$ cat config.mk
export PLATFORM = sky130hd
export DESIGN_NAME = instr_feeder_flat
export DESIGN_NICKNAME = d
export VERILOG_FILES = /design/src/rtl/instr_feeder_if.sv /design/src/rtl/instr_feeder.sv /design/src/flat_wrapper.sv
export SDC_FILE = /design/constraint.sdc
export NUM_CORES = 1
export LEC_CHECK = 0
export ABC_AREA = 1
export CAP_MARGIN = 20
export CORE_MARGIN = 1.5
export CORE_UTILIZATION = 60
export CTS_BUF_LIST = sky130_fd_sc_hd__clkbuf_4 sky130_fd_sc_hd__clkbuf_8 sky130_fd_sc_hd__clkbuf_16
export DETAILED_ROUTE_END_ITERATION = 8
export MAX_ROUTING_LAYER = met4
export PLACE_DENSITY = 0.84
export SYNTH_ARGS = -nofsm -noshare
export SYNTH_HDL_FRONTEND = slang
export SYNTH_SLANG_ARGS = --single-unit
$ cat constraint.sdc
create_clock -name clk -period 12.2 [get_ports clk]
set_input_delay 2.44 -clock clk [delete_from_list [all_inputs] [get_ports clk]]
set_output_delay 2.44 -clock clk [all_outputs]
set_load 0.005 [all_outputs]
$ cat src/rtl/instr_feeder_if.sv
// rtl/instr_feeder_if.sv - shared types and upstream instruction handshake interface for instr_feeder
package instr_feeder_pkg;
    typedef logic [3:0]         opcode_t;
    typedef logic signed [31:0] operand_t;
    typedef logic [4:0]         address_t;

    localparam opcode_t ZERO = 4'd0;
    localparam opcode_t ADD  = 4'd1;
    localparam opcode_t SUB  = 4'd2;
    localparam opcode_t MUL  = 4'd3;
    localparam opcode_t DIV  = 4'd4;
    localparam opcode_t MOD  = 4'd5;
    localparam opcode_t SHL  = 4'd6;
    localparam opcode_t SHR  = 4'd7;
    localparam opcode_t POW  = 4'd8;
endpackage

interface instr_feeder_if;
    import instr_feeder_pkg::*;

    logic     in_valid;
    logic     in_ready;
    opcode_t  in_opcode;
    operand_t in_operand_a;
    operand_t in_operand_b;

    // Generator side drives the instruction, feeder answers with ready.
    modport master (
        output in_valid,
        output in_opcode,
        output in_operand_a,
        output in_operand_b,
        input  in_ready
    );

    modport slave (
        input  in_valid,
        input  in_opcode,
        input  in_operand_a,
        input  in_operand_b,
        output in_ready
    );
endinterface

$ cat src/rtl/instr_feeder.sv
// rtl/instr_feeder.sv - FIFO-buffered write-side feeder for the instruction register; optional macro INSTR_FEEDER_OPCODE_CHECK_EN
module instr_feeder
    import instr_feeder_pkg::*;
#(
    parameter int FIFO_DEPTH  = 4,
    parameter int NUM_ENTRIES = 32
) (
    input  logic                              clk,
    input  logic                              reset_n,
    instr_feeder_if.slave                     in_bus,
    input  logic                              pause,
    input  logic                              ptr_load,
    input  address_t                          ptr_value,
    output logic                              load_en,
    output opcode_t                           opcode,
    output operand_t                          operand_a,
    output operand_t                          operand_b,
    output address_t                          write_pointer,
    output logic [$clog2(FIFO_DEPTH+1)-1:0]   fifo_count,
    output logic                              wrapped,
    output logic [15:0]                       load_count
`ifdef INSTR_FEEDER_OPCODE_CHECK_EN
    ,
    output logic                              illegal_op
`endif
);

    localparam int CW = $clog2(FIFO_DEPTH + 1);
    localparam int IW = $clog2(FIFO_DEPTH);
    localparam logic [CW-1:0] FULL_COUNT = CW'(FIFO_DEPTH);
    localparam address_t      LAST_ADDR  = address_t'(NUM_ENTRIES - 1);

    opcode_t  fifo_op [FIFO_DEPTH];
    operand_t fifo_a  [FIFO_DEPTH];
    operand_t fifo_b  [FIFO_DEPTH];

    logic [IW-1:0] wr_idx;
    logic [IW-1:0] rd_idx;
    address_t      next_addr;
    logic          accept;
    logic          push;
    logic          pop;
    logic          legal;

    // Ready depends only on the registered occupancy, never on in_valid.
    assign in_bus.in_ready = (fifo_count != FULL_COUNT);
    assign accept          = in_bus.in_valid && in_bus.in_ready;

`ifdef INSTR_FEEDER_OPCODE_CHECK_EN
    assign legal = (in_bus.in_opcode <= POW);
`else
    assign legal = 1'b1;
`endif

    // Illegal opcodes still complete the handshake but are not stored.
    assign push = accept && legal;
    // Pop decision uses pre-edge occupancy, so a word is never popped on the edge that pushed it.
    assign pop  = (fifo_count != '0) && !pause;

    // FIFO storage; contents need no reset because occupancy gates every read.
    always_ff @(posedge clk) begin
        if (push) begin
            fifo_op[wr_idx] <= in_bus.in_opcode;
            fifo_a[wr_idx]  <= in_bus.in_operand_a;
            fifo_b[wr_idx]  <= in_bus.in_operand_b;
        end
    end

    // FIFO indices and occupancy.
    always_ff @(posedge clk) begin
        if (!reset_n) begin
            wr_idx     <= '0;
            rd_idx     <= '0;
            fifo_count <= '0;
        end else begin
            if (push) wr_idx <= wr_idx + 1'b1;
            if (pop)  rd_idx <= rd_idx + 1'b1;
            case ({push, pop})
                2'b10:   fifo_count <= fifo_count + 1'b1;
                2'b01:   fifo_count <= fifo_count - 1'b1;
                default: fifo_count <= fifo_count;
            endcase
        end
    end

    // Register-side outputs: strobe, data, address sequencing and statistics.
    always_ff @(posedge clk) begin
        if (!reset_n) begin
            load_en       <= 1'b0;
            opcode        <= ZERO;
            operand_a     <= '0;
            operand_b     <= '0;
            write_pointer <= '0;
            next_addr     <= '0;
            wrapped       <= 1'b0;
            load_count    <= '0;
        end else begin
            load_en <= pop;
            if (pop) begin
                opcode        <= fifo_op[rd_idx];
                operand_a     <= fifo_a[rd_idx];
                operand_b     <= fifo_b[rd_idx];
                write_pointer <= next_addr;
                if (load_count != 16'hFFFF) load_count <= load_count + 1'b1;
            end
            // A reload overrides the increment; the current pop still used the old address.
            if (ptr_load) begin
                next_addr <= ptr_value;
            end else if (pop) begin
                if (next_addr == LAST_ADDR) begin
                    next_addr <= '0;
                    wrapped   <= 1'b1;
                end else begin
                    next_addr <= next_addr + 1'b1;
                end
            end
        end
    end

`ifdef INSTR_FEEDER_OPCODE_CHECK_EN
    // Sticky flag for discarded out-of-range opcodes.
    always_ff @(posedge clk) begin
        if (!reset_n)                 illegal_op <= 1'b0;
        else if (accept && !legal)    illegal_op <= 1'b1;
    end
`endif

endmodule

$ cat src/flat_wrapper.sv
// flat-port wrapper written by rule: the top's interface ports become plain ports
module instr_feeder_flat import instr_feeder_pkg::*;
#(
    parameter int FIFO_DEPTH  = 4,
    parameter int NUM_ENTRIES = 32
)
  (clk, reset_n, pause, ptr_load, ptr_value, load_en, opcode, operand_a, operand_b, write_pointer, fifo_count, wrapped, load_count, in_bus_in_valid, in_bus_in_opcode, in_bus_in_operand_a, in_bus_in_operand_b, in_bus_in_ready);
  instr_feeder_if in_bus_i ();
  input  logic clk;
  input  logic reset_n;
  input  logic pause;
  input  logic ptr_load;
  input  address_t ptr_value;
  output logic load_en;
  output opcode_t opcode;
  output operand_t operand_a;
  output operand_t operand_b;
  output address_t write_pointer;
  output logic [$clog2(FIFO_DEPTH+1)-1:0] fifo_count;
  output logic wrapped;
  output logic [15:0] load_count;
  input wire logic [$bits(in_bus_i.in_valid)-1:0] in_bus_in_valid;
  input wire logic [$bits(in_bus_i.in_opcode)-1:0] in_bus_in_opcode;
  input wire logic [$bits(in_bus_i.in_operand_a)-1:0] in_bus_in_operand_a;
  input wire logic [$bits(in_bus_i.in_operand_b)-1:0] in_bus_in_operand_b;
  output wire logic [$bits(in_bus_i.in_ready)-1:0] in_bus_in_ready;
  assign in_bus_i.in_valid = in_bus_in_valid;
  assign in_bus_i.in_opcode = in_bus_in_opcode;
  assign in_bus_i.in_operand_a = in_bus_in_operand_a;
  assign in_bus_i.in_operand_b = in_bus_in_operand_b;
  assign in_bus_in_ready = in_bus_i.in_ready;
  instr_feeder #(.FIFO_DEPTH(FIFO_DEPTH), .NUM_ENTRIES(NUM_ENTRIES)) u_core (.clk(clk), .reset_n(reset_n), .in_bus(in_bus_i), .pause(pause), .ptr_load(ptr_load), .ptr_value(ptr_value), .load_en(load_en), .opcode(opcode), .operand_a(operand_a), .operand_b(operand_b), .write_pointer(write_pointer), .fifo_count(fifo_count), .wrapped(wrapped), .load_count(load_count));
endmodule
Yosys cells after proc, flatten, opt, wreduce, memory -nomap -nowiden
Memories as Yosys holds them, arrays and structs flattened. A register that Yosys moved wholly into a read port is not among the register bits.
Index checks and enable logic that the tools add are counted.
Widths: inputs -> output; s select.

cells by class
  bitwise logic cells = 1
  multiplexer cells = 6
  equal/unequal tests = 5
  reductions and logical operators = 11
  add/subtract/negate cells = 6

operator list
  cell                   count
  $add 16x1->16 const B  1
  $ne 16x16->1 const B   1
  $mux 5                 3
  $pmux 3 s2             1
  $add 5x1->5 const B    1
  $eq 5x5->1 const B     1
  $add 2x1->2 const B    2
  $logic_not 1->1        4
  $reduce_bool 2->1      2
  $add 3x1->3 const B    1
  $ne 3x3->1 const B     1
  $reduce_and 3->1       1
  $reduce_bool 3->1      1
  $sub 3x1->3 const B    1
  $eq 2x1->1 const B     1
  $eq 2x2->1 const B     1
  $logic_and 1x1->1      2
  $mux 1                 2
  $reduce_and 2->1       1
  $not 1->1              1

storage, ports and cells
  logic and storage cells = 40
  memories kept = 3
  register bits after elaboration = 35
  input bits = 78
  bits in writable memories = 272

memory list
  name            depth  width  rd ports  clocked after Yosys merged registers in  wr ports  line                RTL
  u_core.fifo_a   4      32     1         1                                        1         instr_feeder.sv:34  operand_t fifo_a [FIFO_DEPTH];
  u_core.fifo_b   4      32     1         1                                        1         instr_feeder.sv:35  operand_t fifo_b [FIFO_DEPTH];
  u_core.fifo_op  4      4      1         1                                        1         instr_feeder.sv:33  opcode_t fifo_op [FIFO_DEPTH];

Longest topological paths before layout
Gate-level depths: netlist (run 1).

  word-level depth = 4
  mapped depth = 11

Worst setup path before layout (run 1)
OpenSTA, ideal clock, no wires.

  path kind = input-to-reg
  from = input in_bus_in_valid
  to = memory u_core.fifo_a[0][0] (netlist name) (enable)
  setup slack = 6.251 ns
  data required time = 11.705 ns
  stages on the path = 2
  path buffers = 0
  arrival time = 5.454 ns
  cell sequence = nand2_1 > nor2_1

between the ends
  longest elaborated chain between the ends = 3

RTL lines
  what                          line                RTL
  start, declared               flat_wrapper.sv:22  input wire logic [$bits(in_bus_i.in_valid)-1:0] in_bus_in_valid;
  $logic_and 1x1->1             instr_feeder.sv:47  assign accept = in_bus.in_valid && in_bus.in_ready;
  $mux 1                        instr_feeder.sv:62  if (push) begin
  $mux 1 (implied by the code)  instr_feeder.sv:64  fifo_a[wr_idx] <= in_bus.in_operand_a;
  end, declared                 instr_feeder.sv:34

No other way between the ends.

Worst setup path after layout (run 1)
  from = input in_bus_in_valid
  to = memory u_core.fifo_b[2][19] (netlist name) (enable)

between the ends
  longest elaborated chain between the ends = 3

RTL lines
  what                          line                RTL
  $logic_and 1x1->1             instr_feeder.sv:47
  $mux 1                        instr_feeder.sv:62
  $mux 1 (implied by the code)  instr_feeder.sv:65  fifo_b[wr_idx] <= in_bus.in_operand_b;
  end, declared                 instr_feeder.sv:35

No other way between the ends.

==> results by group, run 1 <==
Die
  • Num rows: 56
  • Core box area: about 23000 µm²
  • Io pins: approximately 170
  • Die Y: ~160 µm
  • Die area: between 20000 and 25000 µm²
  • Die W: between 150 and 200 µm
  • Initial Util: 0.608

Timing
  • Slew at the pin with the worst max-slew slack: ~1.1 ns
  • Setup WS post-layout: around 7.5 ns
  • WHS: about 0.45 ns
  • Peak Freq: approximately 0.21 GHz
  • Period utilisation layout: 0.386
  • Setup TNS: 0 ns
  • Final Critical Period: 4.71 ns
  • Final slew viol count: 0
  • Worst rel slew slack: 0.267
  • Setup-failing EPs final: 0
  • Skew final: about 0.017 ns
  • Hold Fails Final Rpt: 0
  • RSZ-0062 raised after global routing: false

Cells and area
  • Fill count: 1481
  • Layout area overhead: 22.4%
  • Nets: around 1500
  • Layout Cells excl Fill: approximately 1700
  • Layout cells sized above 1: 0.0730

GRT
  • Vias in the first global route: 9759
  • First-pass GRT wire length: just under 50000 µm
  • Initial antenna violation count: 3
  • GR Overflow Total: 0
  • Total track usage: 0.271
  • Largest net degree at the start of global routing: 100

CTS
  • CTS buffer count: 37
  • Post-CTS Hold Buffers: 0
  • # resized after CTS: 0
  • Clk_lat worst skew: around 0.52 ns
  • Root buf cell: clkbuf_16
  • Setup bufs post-CTS: 0
  • H-tree level count: 2
  • CTS max path bufs: 3
  • Worst-path clk slew: approximately 0.06 ns
  • Clock sinks: between 300 and 400
  • CTS tree: yes

Outcome
  • Status: finished, final reports clean

Synthesis
  • Yosys top cell area share: 0.576
  • Seq/Total Area, Yosys: 0.722
  • Syn. warnings: 0
  • Most frequent cell after synthesis: nor2_1
  • Synth top area cells: edfxtp_1, dfxtp_1, nor2_1
  • Most frequent cells after synthesis: nor2_1, edfxtp_1, o21ai_0
  • FFs w/ async S/R, synth: 0
  • Post-synthesis cell area: between 10000 and 15000 µm²
  • EDFF count, synth: about 270
  • Syn_area_per_cell: 11.6 µm²
  • Main synth FF type: edfxtp_1
  • Post-Synthesis Cells: 1222
  • Area leader, netlist: edfxtp_1
  • Synth unique cells: 34
  • Post-synth net total: 1309
  • Register bit count reported by yosys: about 380

Critical path
  • CP cell instances: clkdlybuf4s50_1 > nand2_1 > nor2_4 > buf_4
  • CP endpoint kind: register
  • Reg2Reg Setup Slack: 9.32 ns
  • Slowest-stage cell, CP: nor2_4
  • Worst Path Arrival: ~5 ns
  • Max incr delay on CP: approximately 0.96 ns
  • Kind of critical path: in -> reg
  • CP Data Required Time: 12.35 ns
  • CP Launch Type: input pin
  • Critical Path Fanout Max: 37

Placed design
  • Post-DP HPWL: around 17000 µm
  • Placer Congestion: a little under 0.9
  • Inst Count DP: roughly 1700
  • Port bufs: 172
  • Setup Slack @ Placement: around 7.0 ns

Detailed routing
  • Total routed wirelength: ~32000 µm
  • Total number of vias: just under 10000
  • DRC: 0
  • Routed Antenna Nets: 0
  • Post-DR wirelength/cell: around 19 µm
  • DR pass1 iterations: 5
  • First DRT Iteration DRCs: roughly 920
  • Via/cell ratio: 5.68

Min path
  • Worst hold path type: reg -> reg

Flow run
  • Max-cap violation count: 0

Power
  • Pleak: 5.98 nW
  • P per Cell Area: 207 nW/µm²
  • Peak supply drop: 152 µV
layer usage:
metal  up-vias  part of all wire  global-route usage
li1       4623                 -                   -
met5         -                 0                   -
met4         0             0.032               0.106
met2       409              0.51               0.466
met3        75             0.071              0.0518
met1      4658              0.39               0.316
logic make-up (layout without fill, tap and decap cells):
family / Yosys count / in the layout / synth area share
XOR/XNOR: 6 / 6 / 0.00371
buffers and inverters: 104 / 279 / 0.0316
adder cells (fa/ha/maj): 9 / 9 / 0.00847
other: 0 / 3 / 0
AND/OR/NAND/NOR: 408 / 408 / 0.113
flip-flops: 375 / 375 / 0.722
AO/OA/AOI/OAI: 320 / 320 / 0.122
path summary, 6_finish.rpt:
check	startpoint	to	cells past startpoint
worst max register to register	u_core.fifo_count[0]$_SDFFE_PN0P_	u_core.fifo_b[2][19]$_DFFE_PP_	5
worst min-delay path	u_core.wrapped$_SDFFE_PN0P_	u_core.wrapped$_SDFFE_PN0P_	2
worst max-delay path	in_bus_in_valid	u_core.fifo_b[2][19]$_DFFE_PP_	4
worst min register to register	u_core.wrapped$_SDFFE_PN0P_	u_core.wrapped$_SDFFE_PN0P_	2
cells in the final DEF (no fill, tap or decap), types with 4 or more instances in the layout:
cell / Yosys / final
clkbuf_4: 0 / 9
xor2_1: 4 / 4
nand4_1: 6 / 6
o21ai_1: 14 / 14
a21oi_2: 4 / 4
o21ai_0: 206 / 206
a21oi_1: 21 / 21
nor2_1: 304 / 300
nor2_4: 1 / 5
bufinv_16: 0 / 4
edfxtp_1: 272 / 272
dfxtp_1: 103 / 101
inv_1: 27 / 27
a31oi_1: 69 / 69
clkinv_2: 0 / 6
clkbuf_16: 0 / 39
nand2_1: 72 / 72
nor2_2: 6 / 6
nand3_1: 14 / 14
clkdlybuf4s50_1: 0 / 171
buf_4: 3 / 11
ha_1: 8 / 8
layout make-up:
type / instances / area, µm² / share of cell area
sequential: 375 / 10200 / 0.590
antenna: 3 / 7.51 / 0.000433
timing repair buffer: 183 / 1800 / 0.104
inverter: 30 / 114 / 0.00656
tap: 319 / 399 / 0.0230
clock buffer: 51 / 1080 / 0.0625
multi-input combinational: 743 / 3530 / 0.203
clock inverter: 15 / 184 / 0.0106
registers in the layout, summed over array words and instances (netlist names):
name	count
u_core.fifo_a	128
u_core.fifo_b	128
u_core.fifo_count	3
u_core.fifo_op	16
u_core.load_count	16
u_core.load_en	1
u_core.next_addr	5
u_core.opcode	4
u_core.operand_a	32
u_core.operand_b	32
u_core.rd_idx	2
u_core.wr_idx	2
u_core.wrapped	1
u_core.write_pointer	5
critical path, delay by kind of cell:
kind,cells,cell delay [ns]
simple gates,2,1.29
buf+inv,2,1.09
power breakdown:
part / internal (mW) / switching [mW]
Clock: 0.709 / 0.463
Combinational: 0.312 / 0.446
Sequential: 1.55 / 0.100
through the flow:
stage	util	instance area, µm²	power (mW)
floorplan	-	14200	2.08
global placement	0.689	16100	2.39
detailed placement	0.689	16100	2.42
CTS	0.743	17300	3.60
global route	0.744	17400	3.75
finish	0.744	17400	3.58
No activity file was read; power rests on OpenSTA's default activity.
==> inputs of run 2 (changes only) <==
Settings changed: CORE_UTILIZATION 60 to 50, PLACE_DENSITY 0.84 to 0.75.
Clock period 12.2 ns to 4.3 ns, I/O delays scaled along.
==> run 2 against run 1 <==
Net effect:
- cell count up 3.8%
- sequential power rose to 2.9 times the previous value
- register-to-register slack worse by 7.4 ns
- global-route usage down 4.9 points
- combinational power rose to 2.8 times the previous value
- critical path depth up 5
- die area up 20%
- non-clock buffer count up 4
- critical path type unchanged
- largest cell class unchanged
==> results by group, run 2 (same netlist as run 1, synthesis figures left out) <==
Power
  • P per Cell Area: 577 nW/µm²
  • Pleak: 6.02 nW
  • Peak supply drop: just over 400 µV

Cells and area
  • Commonest non-fill, non-tap cell in the layout: nor2_1
  • Top Registers: u_core.fifo_a (128), u_core.fifo_b (128)
  • Layout area overhead: 23.4%
  • Nets: roughly 1500
  • Layout cells sized above 1: 0.0776
  • Post-layout util: 0.628
  • Fill count: between 2000 and 2500
  • Most frequent cells in the layout: nor2_1, edfxtp_1, o21ai_0, clkdlybuf4s50_1, dfxtp_1
  • Final Cell Area: roughly 17000 µm²

Timing
  • Final Critical Period: ~2.5 ns
  • Slew at the pin with the worst max-slew slack: 1.04 ns
  • Final slew viol count: 0
  • Hold Fails Final Rpt: 0
  • Worst rel slew slack: 0.309
  • Skew final: 0.0215 ns
  • Period utilisation layout: 0.580
  • Peak Freq: ~0.40 GHz
  • Setup-failing EPs final: 0
  • RSZ-0062 raised after global routing: false

Placed design
  • Cell Area, Placed: 16200 µm²
  • Placer Congestion: 0.848
  • Port bufs: between 150 and 200
  • Post-DP HPWL: 17100 µm

Detailed routing
  • Post-DR wirelength/cell: around 17 µm
  • Total number of vias: roughly 9700
  • Via/cell ratio: ~5.4
  • Routed Antenna Nets: 0
  • DR pass1 iterations: 5
  • First DRT Iteration DRCs: approximately 960
  • DRC: 0
  • Total routed wirelength: roughly 31000 µm

Die
  • Num rows: 61
  • Die W: 171 µm
  • Die Y: approximately 170 µm
  • Io pins: 173
  • Initial Util: 0.509
  • Core box area: about 28000 µm²
  • Die area: 29400 µm²

GRT
  • First-pass GRT wire length: about 48000 µm
  • Initial antenna violation count: 2
  • Largest net degree at the start of global routing: 93
  • GR Overflow Total: 0
  • Total track usage: 0.222
  • Vias in the first global route: ~9200

Critical path
  • CP endpoint kind: register
  • Critical Path Fanout Max: 9
  • Reg-to-Reg End: u_core.fifo_count[2]$_SDFFE_PN0P_
  • CP Launch Type: input pin
  • Kind of critical path: in -> reg
  • Reg2Reg Setup Slack: between 1.5 and 2 ns
  • Reg2reg path depth: 10
  • Reg2reg start: u_core.fifo_count[0]$_SDFFE_PN0P_
  • Worst Path Arrival: ~2.9 ns
  • CP Data Required Time: 4.71 ns

CTS
  • CTS max path bufs: 3
  • Root buf cell: clkbuf_16
  • H-tree level count: 2
  • Clock sinks: 375
  • Setup bufs post-CTS: 0
  • # resized after CTS: 0
  • Post-CTS Hold Buffers: 0
  • Clk_lat worst skew: between 0.5 and 0.6 ns
  • Worst-path clk slew: about 0.060 ns
  • CTS buffer count: 38
  • CTS tree: yes

Min path
  • Worst hold path type: reg -> reg
  • Hold Path Sink: u_core.wrapped$_SDFFE_PN0P_
  • Hold Path Stages: 2
  • Hold Crit Start: u_core.wrapped$_SDFFE_PN0P_

Flow run
  • Max-cap violation count: 0

Outcome
  • Status: finished, final reports clean
==> run 2: changes by cell type in the layout (fill, tap and decap cells not counted) <==
cell        previous run  this run
clkinvlp_4             3         1
clkbuf_4               9        12
clkinv_1               3         4
clkbuf_8               3         4
dfxtp_4                1         2
buf_4                 11        12
bufinv_16              4         2
buf_12                 0         3
diode_2                3         2
inv_4                  0         1
clkinv_8               0         2
dfxtp_2                1         0
==> run 2: layout make-up <==
type	count	area, µm²	area share
sequential	375	10200	0.585
inverter	30	115	0.00658
tap	378	473	0.0270
clock inverter	15	150	0.00858
antenna	2	5.00	0.000286
clock buffer	55	1120	0.0641
timing repair buffer	187	1870	0.107
multi-input combinational	743	3530	0.202
==> run 2: how the worst max path moves through the flow <==
stage	depth (start not counted)	start	end
floorplan	2	in_bus_in_valid	u_core.fifo_a[0][0]$_DFFE_PP_
global placement	9	in_bus_in_valid	u_core.fifo_count[2]$_SDFFE_PN0P_
detailed placement	9	in_bus_in_valid	u_core.fifo_count[2]$_SDFFE_PN0P_
CTS	3	u_core.fifo_count[0]$_SDFFE_PN0P_	in_bus_in_ready
global route	9	in_bus_in_valid	u_core.fifo_count[2]$_SDFFE_PN0P_
finish	9	in_bus_in_valid	u_core.fifo_count[2]$_SDFFE_PN0P_
==> run 2: report_power, final <==
part	total [mW]	internal [mW]	switching (mW)
registers	4.71	4.40	0.310
clock network	3.26	1.95	1.31
logic	2.13	0.893	1.23
==> run 2: stage by stage <==
stage                     setup TNS (ns)  worst slack [ns]  hold slack (ns)  power [mW]  cells
after global placement                 0              1.30            0.437        6.85   1713
final                                  0              1.81            0.438        10.1   1785
after global routing                   0              1.68            0.484        10.6   1785
after CTS                              0              1.80            0.445        10.2   1783
after detailed placement               0              1.30            0.437        6.91   1713
after floorplan                   -18.79           -0.0691            0.439        5.91   1222
==> run 2: critical path, stage by stage <==
cell and delay (ns):
clkdlybuf4s50_1 0.40, nand2_1 0.43, ha_1 0.25, inv_1 0.07, fa_1 0.38, a21oi_1 0.16, o21ai_0 0.12, o21ai_0 0.18
a21oi_1 0.06
==> run 2: layer usage <==
| metal | global-route usage | vias up | wire length (µm) |
|---|---|---|---|
| li1 | - | 4621 | - |
| met1 | 0.278 | 4609 | 12800 |
| met2 | 0.363 | 372 | 15500 |
| met3 | 0.0380 | 49 | 2150 |
| met4 | 0.0828 | 0 | 658 |
| met5 | - | - | 0 |
